===== config.mk =====
export PLATFORM = sky130hd
export DESIGN_NAME = fetch_ctrl
export DESIGN_NICKNAME = d
export VERILOG_FILES = /design/src/rtl/fetch_ctrl_pkg.sv /design/src/rtl/fetch_ctrl_sat_counter.sv /design/src/rtl/fetch_ctrl.sv
export SDC_FILE = /design/constraint.sdc
export NUM_CORES = 1
export LEC_CHECK = 0
export ABC_AREA = 1
export CAP_MARGIN = 20
export CORE_ASPECT_RATIO = 1.1
export CORE_UTILIZATION = 50
export CTS_CLUSTER_SIZE = 16
export DETAILED_ROUTE_END_ITERATION = 8
export PLACE_DENSITY = 0.74
export SETUP_SLACK_MARGIN = 0.3
export SYNTH_ARGS = -nofsm -noshare
export SYNTH_HDL_FRONTEND = slang
export SYNTH_HIERARCHICAL = 1
export SYNTH_SLANG_ARGS = --single-unit

===== constraint.sdc =====
create_clock -name clk -period 5.2 [get_ports clk]
set_input_delay 1.04 -clock clk [delete_from_list [all_inputs] [get_ports clk]]
set_output_delay 1.04 -clock clk [all_outputs]
set_load 0.01 [all_outputs]

===== src/rtl/fetch_ctrl_pkg.sv =====
// fetch_ctrl_pkg
//   Shared definitions for the fetch/memory-port sequencer and the
//   instruction-hold stage: inst_sel encodings, FSM state encodings,
//   memory-owner constants and the per-state output decode.
package fetch_ctrl_pkg;

  // inst_sel encodings; must match the instruction-hold stage mux
  localparam logic [1:0] INST_OLD = 2'b00;
  localparam logic [1:0] INST_NOP = 2'b01;
  localparam logic [1:0] INST_MEM = 2'b10;

  localparam logic OWN_FETCH = 1'b0;
  localparam logic OWN_DATA  = 1'b1;

  typedef enum logic [2:0] {
    ST_BOOT   = 3'd0,
    ST_RUN    = 3'd1,
    ST_FLUSH  = 3'd2,
    ST_DATA   = 3'd3,
    ST_REFILL = 3'd4,
    ST_HALT   = 3'd5
  } state_e;

  typedef struct packed {
    logic [1:0] inst_sel;
    logic       pc_en;
    logic       mem_owner;
    logic       data_gnt;
  } outs_t;

  // Moore output table: every sequencing output is a pure function of state
  function automatic outs_t state_outs(input state_e s);
    outs_t o;
    case (s)
      ST_RUN:    o = '{INST_MEM, 1'b1, OWN_FETCH, 1'b0};
      ST_FLUSH:  o = '{INST_NOP, 1'b1, OWN_FETCH, 1'b0};
      ST_DATA:   o = '{INST_OLD, 1'b0, OWN_DATA,  1'b1};
      ST_REFILL: o = '{INST_OLD, 1'b0, OWN_FETCH, 1'b0};
      ST_HALT:   o = '{INST_OLD, 1'b0, OWN_FETCH, 1'b0};
      default:   o = '{INST_NOP, 1'b1, OWN_FETCH, 1'b0};
    endcase
    return o;
  endfunction

endpackage


===== src/rtl/fetch_ctrl_sat_counter.sv =====
// sat_counter
//   Width-parameterised incrementer that sticks at all-ones instead of
//   wrapping. Synchronous clear.
// Ports:
//   clk    rising-edge clock
//   rst    synchronous active-high reset (clears count)
//   i_clr  synchronous clear
//   i_inc  increment enable
//   o_cnt  current count
module sat_counter
  import fetch_ctrl_pkg::*;
#(
  parameter int W = 32
) (
  input  logic         clk,
  input  logic         rst,
  input  logic         i_clr,
  input  logic         i_inc,
  output logic [W-1:0] o_cnt
);

  logic [W-1:0] r_cnt;

  always_ff @(posedge clk) begin
    if (rst || i_clr) begin
      r_cnt <= '0;
    end else if (i_inc && (r_cnt != '1)) begin
      r_cnt <= r_cnt + {{(W-1){1'b0}}, 1'b1};
    end
  end

  assign o_cnt = r_cnt;

endmodule


===== src/rtl/fetch_ctrl.sv =====
// fetch_ctrl
//   Sequencer for the instruction-hold/NOP-insertion stage and the single
//   shared synchronous memory port. Arbitrates fetch vs. load/store,
//   inserts NOP bubbles at boot and after taken branches, and counts
//   cycles with the PC frozen.
// Ports:
//   clk, rst          clock, synchronous active-high reset
//   i_branch_taken    execute resolved a taken branch/jump
//   i_data_req        load/store needs the memory port
//   i_halt            level-sensitive freeze request
//   o_inst_sel        instruction-hold select (OLD/NOP/MEM)
//   o_pc_en           PC update enable
//   o_mem_owner       0 = fetch owns address, 1 = data side
//   o_data_gnt        data access granted this cycle
//   o_busy            high in every state except RUN
//   o_stall_cnt       saturating count of cycles with pc_en=0
module fetch_ctrl
  import fetch_ctrl_pkg::*;
#(
  parameter int FLUSH_LEN = 2,
  parameter int DATA_LEN  = 1,
  parameter int CNT_W     = 32
) (
  input  logic             clk,
  input  logic             rst,
  input  logic             i_branch_taken,
  input  logic             i_data_req,
  input  logic             i_halt,
  output logic [1:0]       o_inst_sel,
  output logic             o_pc_en,
  output logic             o_mem_owner,
  output logic             o_data_gnt,
  output logic             o_busy,
  output logic [CNT_W-1:0] o_stall_cnt
);

  localparam logic [2:0] FLUSH_LOAD = 3'(FLUSH_LEN - 1);
  localparam logic [2:0] DATA_LOAD  = 3'(DATA_LEN - 1);

  state_e     r_state;
  logic [2:0] r_flush_cnt;
  logic [2:0] r_data_cnt;
  logic       r_pend_branch;
  logic       r_pend_halt;
  logic       r_pend_data;

  // a request seen this cycle counts the same as one already pending
  logic  w_branch_any;
  logic  w_halt_any;
  logic  w_data_any;
  outs_t w_outs;

  assign w_branch_any = r_pend_branch | i_branch_taken;
  assign w_halt_any   = r_pend_halt | i_halt;
  assign w_data_any   = r_pend_data | i_data_req;

  always_ff @(posedge clk) begin
    if (rst) begin
      r_state       <= ST_BOOT;
      r_flush_cnt   <= '0;
      r_data_cnt    <= '0;
      r_pend_branch <= 1'b0;
      r_pend_halt   <= 1'b0;
      r_pend_data   <= 1'b0;
    end else begin
      case (r_state)
        ST_BOOT: r_state <= ST_RUN;

        ST_RUN: begin
          if (i_branch_taken) begin
            r_state     <= ST_FLUSH;
            r_flush_cnt <= FLUSH_LOAD;
            r_pend_halt <= w_halt_any;
            r_pend_data <= w_data_any;
          end else if (w_halt_any) begin
            r_state     <= ST_HALT;
            r_pend_halt <= 1'b0;
            r_pend_data <= w_data_any;
          end else if (w_data_any) begin
            r_state     <= ST_DATA;
            r_data_cnt  <= DATA_LOAD;
            r_pend_data <= 1'b0;
          end
        end

        ST_FLUSH: begin
          r_pend_halt <= w_halt_any;
          r_pend_data <= w_data_any;
          if (i_branch_taken) begin
            r_flush_cnt <= FLUSH_LOAD;
          end else if (r_flush_cnt != 3'd0) begin
            r_flush_cnt <= r_flush_cnt - 3'd1;
          end else if (w_halt_any) begin
            r_state     <= ST_HALT;
            r_pend_halt <= 1'b0;
          end else if (w_data_any) begin
            r_state     <= ST_DATA;
            r_data_cnt  <= DATA_LOAD;
            r_pend_data <= 1'b0;
          end else begin
            r_state <= ST_RUN;
          end
        end

        // the access always completes; branch/halt only get recorded
        ST_DATA: begin
          r_pend_branch <= w_branch_any;
          r_pend_halt   <= w_halt_any;
          if (r_data_cnt != 3'd0) begin
            r_data_cnt <= r_data_cnt - 3'd1;
          end else if (w_branch_any) begin
            // rdata is a data word, so the refetch happens at the target instead
            r_state       <= ST_FLUSH;
            r_flush_cnt   <= FLUSH_LOAD;
            r_pend_branch <= 1'b0;
          end else if (w_halt_any) begin
            r_state     <= ST_HALT;
            r_pend_halt <= 1'b0;
          end else begin
            r_state <= ST_REFILL;
          end
        end

        ST_REFILL: begin
          r_pend_halt <= w_halt_any;
          r_pend_data <= w_data_any;
          if (i_branch_taken) begin
            r_state     <= ST_FLUSH;
            r_flush_cnt <= FLUSH_LOAD;
          end else begin
            r_state <= ST_RUN;
          end
        end

        // execute is frozen here, so branch_taken is not meaningful
        ST_HALT: begin
          r_pend_data <= w_data_any;
          if (!i_halt) r_state <= ST_REFILL;
        end

        default: r_state <= ST_BOOT;
      endcase
    end
  end

  assign w_outs      = state_outs(r_state);
  assign o_inst_sel  = w_outs.inst_sel;
  assign o_pc_en     = w_outs.pc_en;
  assign o_mem_owner = w_outs.mem_owner;
  assign o_data_gnt  = w_outs.data_gnt;
  assign o_busy      = (r_state != ST_RUN);

  sat_counter #(.W(CNT_W)) u_stall_cnt (
    .clk   (clk),
    .rst   (rst),
    .i_clr (1'b0),
    .i_inc (~w_outs.pc_en),
    .o_cnt (o_stall_cnt)
  );

endmodule

# --- Word-level counts from Yosys, hierarchy flattened ---
# Index checks and enable logic that the tools add are counted.
totals:
  regBits: 44
  elab_cells: 89
op_classes:
  eq_ne: 18
  muxes: 42
  reduce_logical: 15
  add_sub_neg: 3
  bitwise_logic: 4
ops:
  columns: ["cell", "count"]
  rows:
  - ["two-way mux 3 bit", 20]
  - ["adder 32 x 1 -> 32 bit (second input constant)", 1]
  - ["!= test 32 bit (second input constant)", 1]
  - ["case mux 3 bit (3 select lines)", 2]
  - ["case mux 3 bit (6 select lines)", 1]
  - ["case mux 5 bit (3 select lines)", 1]
  - ["AND reduction 5 bit", 3]
  - ["nonzero test 3 bit", 5]
  - ["two-way mux 1 bit", 14]
  - ["!= test 2 bit (second input constant)", 7]
  - ["equality test 3 x 2 -> 1 bit (second input constant)", 2]
  - ["equality test 3 bit (second input constant)", 2]
  - ["!= test 3 bit (second input constant)", 2]
  - ["subtractor 3 x 1 -> 3 bit (second input constant)", 2]
  - ["two-way mux 2 bit", 2]
  - ["!= test 4 bit (second input constant)", 1]
  - ["case mux 1 bit (4 select lines)", 1]
  - ["AND reduction 2 bit", 2]
  - ["nonzero test 4 bit", 1]
  - ["OR reduction 2 bit", 2]
  - ["equality test 3 x 1 -> 1 bit (second input constant)", 1]
  - ["zero test 3 bit", 1]
  - ["!= test 3 x 1 -> 1 bit (second input constant)", 1]
  - ["bitwise OR 1 bit", 3]
  - ["4 further kinds", 4]

# --- Depth between registers and ports, before layout ---
logic_depth:
  word_depth: 6
  depth_mapped: 15

# --- By module ---
# The synthesis kept the hierarchy.
modules_own_cells:
  columns: ["mod", "n_inst", "seq_area_each_um2", "cells_per_inst", "area_each_um2"]
  rows:
  - ["sat_counter", 1, 640.6, 329, 1981.9]
  - ["fetch_ctrl", 1, 240.2, 164, 993.5]

# --- Least setup slack after synthesis ---
# No wires, ideal clock.
synth_path:
  kind: "reg-to-output"
  from: "register r_state[2]"
  to: "output o_pc_en"
  path_stages_with_launch: 5
  n_path_buf: 0
  arrival_time_ps: 1108
  setup_slack_ps: 3052
  required_time_ps: 4160
  cell_sequence: "dfxtp_1 -> inv_4 -> o21ai_0 -> nor2_1 -> inv_1"
synth_via:
  elab_chain_cells: 3
  elab_cells_between_ends: 6
synth_lines:
  columns: ["element", "line_no", "text"]
  rows:
  - ["start, declared", "fetch_ctrl.sv:40", "state_e r_state;"]
  - ["start signal, assigned", "fetch_ctrl.sv:59", "r_state <= ST_BOOT;"]
  - ["start signal, assigned", "fetch_ctrl.sv:67", "ST_BOOT: r_state <= ST_RUN;"]
  - ["start signal, assigned", "fetch_ctrl.sv:71", "r_state <= ST_FLUSH;"]
  - ["equality test 3 bit", "fetch_ctrl_pkg.sv:34", "case (s)"]
  - ["OR reduction 2 bit (no line)", null, null]
  - ["case mux 5 bit (3 select lines) *", "fetch_ctrl_pkg.sv:34", null]
  - ["end, declared", "fetch_ctrl.sv:30", "output logic o_pc_en,"]
# Mark *: on every way between the ends. The rest lies on a longest branch, timed or not.

# --- Worst setup path after layout ---
layout_path:
  from: "register r_state[0]"
  to: "output o_pc_en"
# Same word-level chain as after synthesis.

==> key figures <==
Final layout
  • ANT cells: 0
  • Fillers: between 500 and 600
  • Share of cells above drive strength 1: 7.331%
  • Multi-input combinational cell area: between 1500 and 2000 um2
  • Syn-to-layout area delta: 19.26%
  • Net count, final: between 500 and 600
  • FF/Latch Area: between 800 and 900 um2

Clock tree
  • Sink Count: between 40 and 50
  • Clk Latency, worst-skew pair: ~300 ps
  • Worst-path clk slew: ~100 ps
  • CTS max path bufs: 2
  • CTS tree: yes
  • Root buf cell: clkbuf_8
  • CTS Buf Count: 5
  • Setup Buffers After CTS: 0
  • Hold_buf cts: 0
  • Post-CTS Resized: 0
  • H-tree Lvls: 2

Timing
  • Fin. max-slew vios: 0
  • Slew at the pin closest to its max-slew limit: around 650 ps
  • Setup tns final: 0 ps
  • Setup violations, final: 0
  • Tcrit/Tclk final: about three fifths
  • Slew Limit Headroom: 56.33%
  • RSZ-0062 raised after global routing: false
  • Max Fclk: between 300 and 400 MHz
  • Final hold vios: 0
  • Tmin final: between 3000 and 4000 ps
  • Skew final: ~13 ps

Min path
  • Worst Min Path Start: r_pend_branch
  • WHS Path Cells: 2
  • Hold path endpoint: r_pend_branch
  • Type of the most critical hold path: flip-flop to flip-flop

Synth
  • Top post-synthesis cells by area: dfxtp_1 30%, nand2_1 17%, nor2_1 14%
  • Post-synthesis cell count: between 400 and 500
  • Top cell type's share of synthesized area: between 20 and 30%
  • Synth cell count leaders: 134 x nand2_1, 108 x nor2_1, 50 x nand3_1
  • Post-synth top area cell: dfxtp_1
  • EDFF count, synth: 0
  • Sequential fraction of the synthesis area: between 20 and 30%
  • Library cells used by synthesis: 33
  • Top-count cell post-synth: nand2_1
  • Synth Net Count: 503
  • Synth warn: 6
  • Avg Cell Area, Syn: 6.035 um2
  • Asr flop ratio synth: 0%
  • Cell area after synthesis: 2975 um2
  • Seq cells post-synth: 44
  • Ys flop type: dfxtp_1

Power
  • Design Power: 1.205 mW
  • P_leak: around 1.3 nW
  • Pwr per Cell Area: 339.6 nW/um2
  • Maximum vdd drop: about 240 uV

Floorplanning
  • Full die area: roughly 6300 um2
  • Die height: 82.91 um
  • DIE WIDTH: 75.55 um
  • Row count: 29
  • Core box area: between 5000 and 6000 um2
  • IO Count: 43
  • Initial Util: between 50% and 60%

Setup path
  • CP startpoint kind: flip-flop
  • Worst R2R Setup Slack: 2650 ps
  • R2R Path Start: r_state[0]
  • Data arrival, critical path: around 2100 ps
  • Critical R2R Capture: u_stall_cnt/o_cnt[26]
  • CP Capture Type: output pin
  • WS Path Type: flip-flop to output pin
  • CP required: about 4200 ps
  • Worst Path Max Fanout: 18
  • Worst reg2reg path depth: 12

GRT
  • Largest net degree at the start of global routing: 37
  • Initial antenna violation count: 0
  • Grt total ovfl: 0
  • Gr usage total: between 20% and 30%
  • Vias in the first global route: 2731
  • First-pass GRT wire length: ~12 mm

Placement
  • Post-DP HPWL: about 5.5 mm
  • GP Congestion: just over 0.9
  • I/O Buffers: 42

Run
  • Max Cap Violations: 0

Route
  • Routed vias/inst: slightly above 5
  • Via count: about 3200
  • Drt total wl: between 7 and 8 mm
  • Final ANT Viol Nets: 0
  • WL per Instance: approximately 12 um
  • DRC: 0
  • Router iterations before antenna repair: 4
  • Initial drt markers: ~190

Run status
  • Status: finished clean
==> layout by cell type, fill, tap and decap left out <==
master           synthesis  final
nand2_1                134    134
nor2_1                 108    107
nand3_1                 50     50
dfxtp_1                 44     44
clkdlybuf4s50_1          0     42
inv_1                   41     41
a21oi_1                 38     38
o21ai_0                  9      9
nand4_1                  9      9
nor2_2                   6      7
nand2_2                  6      6
nor3_1                   5      5
ha_1                     5      5
clkbuf_8                 0      5
nor2_4                   3      3
nand3_4                  3      3
a31oi_1                  3      3
inv_2                    2      2
nand2_4                  2      2
or2_2                    2      2
inv_4                    1      1
o21bai_1                 1      1
nand3_2                  1      1
a21oi_4                  1      1
xnor2_1                  1      1
o211ai_1                 1      1
inv_6                    0      1
bufinv_16                0      1
clkinvlp_4               0      1
buf_4                    1      1
nor2_8                   1      1
conb_1                   1      1
nand3b_1                 1      1
xor2_1                   1      1
buf_8                    0      1
==> cell type report <==
| class | count | area share, % |
|---|---|---|
| multi-input cells | 392 | 52.01 |
| flip-flops and latches | 44 | 24.82 |
| repair buffers | 44 | 12.48 |
| inverters | 44 | 4.725 |
| well taps | 77 | 2.715 |
| clock buffers | 5 | 1.939 |
| clock inverters | 3 | 1.305 |
==> sequential cells by signal, summed over array words and instances (netlist names) <==
signal	flops
r_data_cnt	3
r_flush_cnt	3
r_pend_branch	1
r_pend_data	1
r_pend_halt	1
r_state	3
u_stall_cnt/o_cnt	32
==> where the power goes <==
group          switching (mW)  internal, mW  total (mW)
clock                   0.127         0.145       0.272
combinational           0.332         0.193       0.525
sequential             0.0399         0.369       0.408
total                   0.499         0.706        1.21
==> cells by family (layout without fill, tap and decap cells) <==
family,count (synthesis),in the layout,share of synthesized area (%)
XOR/XNOR,2,2,0.5888
buffers and inverters,57,96,8.452
AND/OR/NAND/NOR,331,331,49.54
flip-flops,44,44,29.60
adder cells (fa/ha/maj),5,5,2.103
AO/OA/AOI/OAI,53,53,9.588
other,1,1,0.1260
==> how the worst max path moves through the flow <==
stage	from	slack, ps	cells after the start	end
after CTS	r_state[0]	2040	7	o_pc_en
after global routing	r_state[0]	1880	7	o_pc_en
after floorplan	r_state[2]	3050	4	o_pc_en
after global placement	rst	2110	4	u_stall_cnt/o_cnt[11]
final	r_state[0]	2050	7	o_pc_en
after detailed placement	rst	2060	4	u_stall_cnt/o_cnt[11]
==> critical path, stage by stage (launching register included) <==
cell and delay, ps:
dfxtp_1 610, inv_1 120, nand2_2 120, o21ai_0 110
nor2_1 100, buf_4 230, inv_1 60, clkdlybuf4s50_1 470
==> metrics by stage <==
step,instances,setup slack [ps],hold slack [ps],instance area (um2),utilization (%)
floorplan,493,3052,445.7,2975,-
global placement,600,2115,455.5,3418,59.25
detailed placement,600,2062,463.4,3418,59.25
CTS,608,2041,478.3,3533,61.24
global route,609,1876,506.6,3548,61.51
finish,609,2046,478.2,3548,61.51
==> layer usage <==
metal | track usage [%] | wire length, um | vias to the layer above
li1 | - | - | 1655
met1 | 30.98 | 3274 | 1417
met2 | 43.02 | 3686 | 71
met3 | 4.369 | 287 | 10
met4 | 7.239 | 125 | 0
met5 | 0 | 0 | -
Power figures use the tool's default switching activity.
==> RTL change 1 (same settings) <==
`CNT_W`: 32 -> 24.
--- a/src/rtl/fetch_ctrl.sv
+++ b/src/rtl/fetch_ctrl.sv
@@ -19,7 +19,7 @@
 #(
   parameter int FLUSH_LEN = 2,
   parameter int DATA_LEN  = 1,
-  parameter int CNT_W     = 32
+  parameter int CNT_W     = 24
 ) (
   input  logic             clk,
   input  logic             rst,
Ports: changed (resized o_stall_cnt); port bits go from 43 to 35. The function was not compared with the original's and may differ.
==> RTL change 1 against the original RTL <==
- total power down 5.5%
- routed wire length down 16%
- design area down 16%
- area after synthesis down 15%
- count of clock-buffer cells in the layout unchanged
- sequential cell count down 8
- clock skew down 0.0085 ns
- fmax down 9.8%
- worst setup slack worse by 0.34 ns
- sequential share of layout area down 0.52 points
==> RTL change 1: results (changes against the original RTL) <==
grt_pass1_vias: 2333  # -15%
ir_drop_mv: 0.324  # +35%
largest_register_ffs: 24  # -25%
place_hpwl_mm: 4.65  # -16%
grt_max_degree: 25  # -32%
antenna_found_initial: 0  # unchanged
wl_met2_mm: 3.32  # -10%
synth_seq_area_share_pct: 28.7  # -0.95 points
pwr-share-comb_pct: 47.0  # +3.4 points
synth_compound_area_share_pct: 9.20  # -0.38 points
wl_met1_mm: 2.49  # -24%
max_slew.worst_pin.slew_ns: 0.835  # +0.182 ns
synth_adder_area_share_pct: 2.49  # +0.38 points
n_antenna_cell: 0  # unchanged
synth_area_leaders: "dfxtp_1, nand2_1, nor2_1"
nets: 443  # -18%
pg_seq_mw: 0.350  # -14%
drt_pass1_iterations: 4  # unchanged
path_clk_slew_ns: 0.08  # -0.02 ns
hp-class: "reg -> reg"
ys_top_cells_by_count: "nand2_1, nor2_1, dfxtp_1"
worstReg2RegStart: "r_state[0]$_SDFFE_PP0P_"
synthDistinctLibCells: 31  # -6.1%
gr-usage-met3_pct: 4.63  # +0.26 points
grtUsageMet1_pct: 25.9  # -5.0 points
power-per-cell-area_nw_per_um2: 384  # +13%
cp_data_arrival_time_ns: 2.46  # +0.35 ns
synth_fp_nets: 411  # -18%
drive_gt1_share_pct: 12.7  # +5.3 points
rrSetupSlack_ns: 2.48  # -0.17 ns
crit_path_max_fanout: 11  # -7
met3_length_um: 222  # -23%
run_status: "complete, no violations"
ys.flop_type: "dfxtp_1"
grt_pass1_wl_mm: 10.5  # -15%
drt-initial-drc-count: 158  # -18%
synth_xor_area_share_pct: 0.348  # -0.24 points
min-delay-start: "r_pend_branch$_SDFFE_PP0N_"
grtUsageMet2_pct: 45.9  # +2.9 points
swShare_pct: 43.2  # +1.9 points
skew_ns: 0.00459  # -0.00848 ns
post_drt_wl_per_cell_um: 12.7  # +5.0%
port_buffers: 34  # -19%
p_leak_nw: 1.15  # -13%
gp_congestion: 0.896  # -4.0%
post_cts_buffers: 0  # unchanged
vias: 2572  # -18%
track_usage_pct: 24.3  # -0.70 points
==> RTL change 1: cell types whose count changed in the layout (fill, tap and decap cells not counted), sizes merged, moves of 3 or more <==
cell / before / now
dfxtp: 44 / 36
nand2: 142 / 112
a21oi: 39 / 31
clkdlybuf4s50: 42 / 34
nor2: 118 / 96
nand4: 9 / 3
inv: 45 / 39
a31oi: 3 / 0
nand3: 54 / 46
==> RTL change 1: metrics by stage <==
step / util [%] / setup WS (ns) / instance area (sq um) / hold WS, ns / instances
global route: 62.4 / 1.48 / 2970 / 0.505 / 490
finish: 62.4 / 1.70 / 2970 / 0.469 / 490
detailed placement: 60.1 / 2.03 / 2850 / 0.456 / 482
global placement: 60.1 / 2.07 / 2850 / 0.453 / 482
CTS: 62.4 / 1.68 / 2970 / 0.470 / 490
floorplan: - / 3.04 / 2510 / 0.446 / 401
==> RTL change 1: final timing paths <==
| kind | cells after the start | endpoint |
|---|---|---|
| max | 6 | o_pc_en |
| min | 2 | r_pend_branch$_SDFFE_PP0N_ |
| max reg2reg | 11 | u_stall_cnt/o_cnt[20]$_SDFFE_PP0P_ |
| min reg2reg | 2 | r_pend_branch$_SDFFE_PP0N_ |
==> RTL change 1: final cells by class <==
| class | count | area (sq um) |
|---|---|---|
| Fill cell | 486 | 1780 |
| Multi-Input combinational cell | 316 | 1570 |
| Sequential cell | 36 | 721 |
| Timing Repair Buffer | 35 | 348 |
| Inverter | 39 | 149 |
| Tap cell | 56 | 70.1 |
| Clock buffer | 5 | 68.8 |
| Clock inverter | 3 | 42.5 |
==> RTL change 1: worst max-delay path: stages, from the launching register on <==
cell,delay [ns]
dfxtp_1,0.58
inv_1,0.12
nand2_2,0.11
o21ai_0,0.11
nor2_1,0.65
inv_1,0.08
clkdlybuf4s50_1,0.50
==> RTL change 2 (config.mk and constraints unchanged) <==
Made on the original files. Re-encode `state_e` (6 states) as Gray code, 3 bits wide.
--- a/src/rtl/fetch_ctrl_pkg.sv
+++ b/src/rtl/fetch_ctrl_pkg.sv
@@ -13,12 +13,12 @@
   localparam logic OWN_DATA  = 1'b1;
 
   typedef enum logic [2:0] {
-    ST_BOOT   = 3'd0,
-    ST_RUN    = 3'd1,
-    ST_FLUSH  = 3'd2,
-    ST_DATA   = 3'd3,
-    ST_REFILL = 3'd4,
-    ST_HALT   = 3'd5
+    ST_BOOT   = 3'b000,
+    ST_RUN    = 3'b001,
+    ST_FLUSH  = 3'b011,
+    ST_DATA   = 3'b010,
+    ST_REFILL = 3'b110,
+    ST_HALT   = 3'b111
   } state_e;
 
   typedef struct packed {
Formal check against the unedited RTL: same outputs for any inputs over 10 cycles, from zero or initial values and one cycle with rst high; not proved beyond that.
==> RTL change 2 against the original RTL <==
- area after synthesis decreased by 1.5%
- worst setup slack gained 0.22 ns
- combinational power decreased by 24%
- fmax is 7.6% higher
- total power is 12% lower
- clock power shrank 3%
- global-route usage up 0.30 points
- die area down 1.5%
- design area down 1.6%
- first-iteration DRC count down 14%
- sequential cell count did not move
- routed wire length rose by 0.38%
- largest cell class unchanged
- highest routed layer unchanged
==> RTL change 2: results (changes against the original RTL) <==
postPlaceCellArea_sq_um: 3380  # -1.1%
synth_adder_area_share_pct: 2.13  # +0.032 points
synthCells: 485  # -1.6%
post_drt_wl_per_cell_um: 12.3  # +1.9%
crit_path_max_fanout: 7  # -11
worstReg2RegStart: "r_state[2]$_SDFFE_PP0P_"
drive_gt1_share_pct: 7.81  # +0.48 points
rrSetupSlack_ns: 2.74  # +0.09 ns
cpPeakStageDelay_ns: 0.57  # -0.04 ns
p_leak_nw: 1.31  # -1.5%
wl_met2_mm: 3.62  # -1.9%
n_all_buffers: 44  # unchanged
ir_drop_mv: 0.260  # +8.2%
grt_pass1_vias: 2749  # +0.66%
area_share_nonclk_buffers_pct: 12.5  # about the same
run_status: "complete, no violations"
postLayoutCoreUtil_pct: 63.5  # +2.0 points
met3_length_um: 278  # -3.1%
drt-initial-drc-count: 166  # -14%
synth-warning-count: 6  # unchanged
synth_fp_nets: 495  # -1.6%
cp-endpoint: "o_inst_sel[0]"
synth_compound_area_share_pct: 8.24  # -1.3 points
multi_input_area_share_pct: 51.3  # -0.72 points
skew_ns: 0.0134  # +0.000297 ns
post-place-cells: 592  # -1.3%
whs_ns: 0.486  # +0.00803 ns
timing.final.crit_period_ns: 2.93  # -0.224 ns
synthDistinctLibCells: 30  # -9.1%
gp_congestion: 0.964  # +3.2%
drt_pass1_iterations: 8  # +4
track_usage_pct: 25.3  # +0.30 points
nets: 534  # -1.3%
fill_cells: 558  # -2.3%
dp_slack_ns: 2.63  # +0.569 ns
synth_seq_area_share_pct: 30.1  # +0.46 points
cp_data_arrival_time_ns: 1.89  # -0.22 ns
vias: 3201  # +1.5%
seq_cells: 44  # unchanged
async_flop_share_pct: 0  # unchanged
num-multi-input-gates: 382  # -2.6%
clk_share_pct: 3.19  # -0.054 points
grt_pass1_wl_mm: 11.9  # -2.5%
maxSlewHeadroom_pct: 55.5  # -0.87 points
## RTL change 2: cell types whose count changed in the layout (fill, tap and decap cells not counted), moves of 2 or more
| cell | before | now |
|---|---|---|
| nor2_1 | 107 | 97 |
| nor2_4 | 3 | 5 |
| or2_2 | 2 | 0 |
| inv_2 | 2 | 4 |
| a21oi_1 | 38 | 36 |
| nand4_1 | 9 | 13 |
| nand2_2 | 6 | 9 |
| nand3_4 | 3 | 1 |
| o21ai_0 | 9 | 6 |
## RTL change 2: layer usage
metal  up-vias  global-route usage (%)
li1       1638                       -
met1      1441                    29.3
met2        96                    44.9
met3        26                    4.00
met4         0                    12.1
met5         -                       0
## RTL change 2: power breakdown
part | leakage (nW) | switching, mW | internal, mW
sequential | 0.356 | 0.0330 | 0.363
clock | 0.0541 | 0.123 | 0.142
combinational | 0.895 | 0.249 | 0.149
total | 1.31 | 0.404 | 0.654
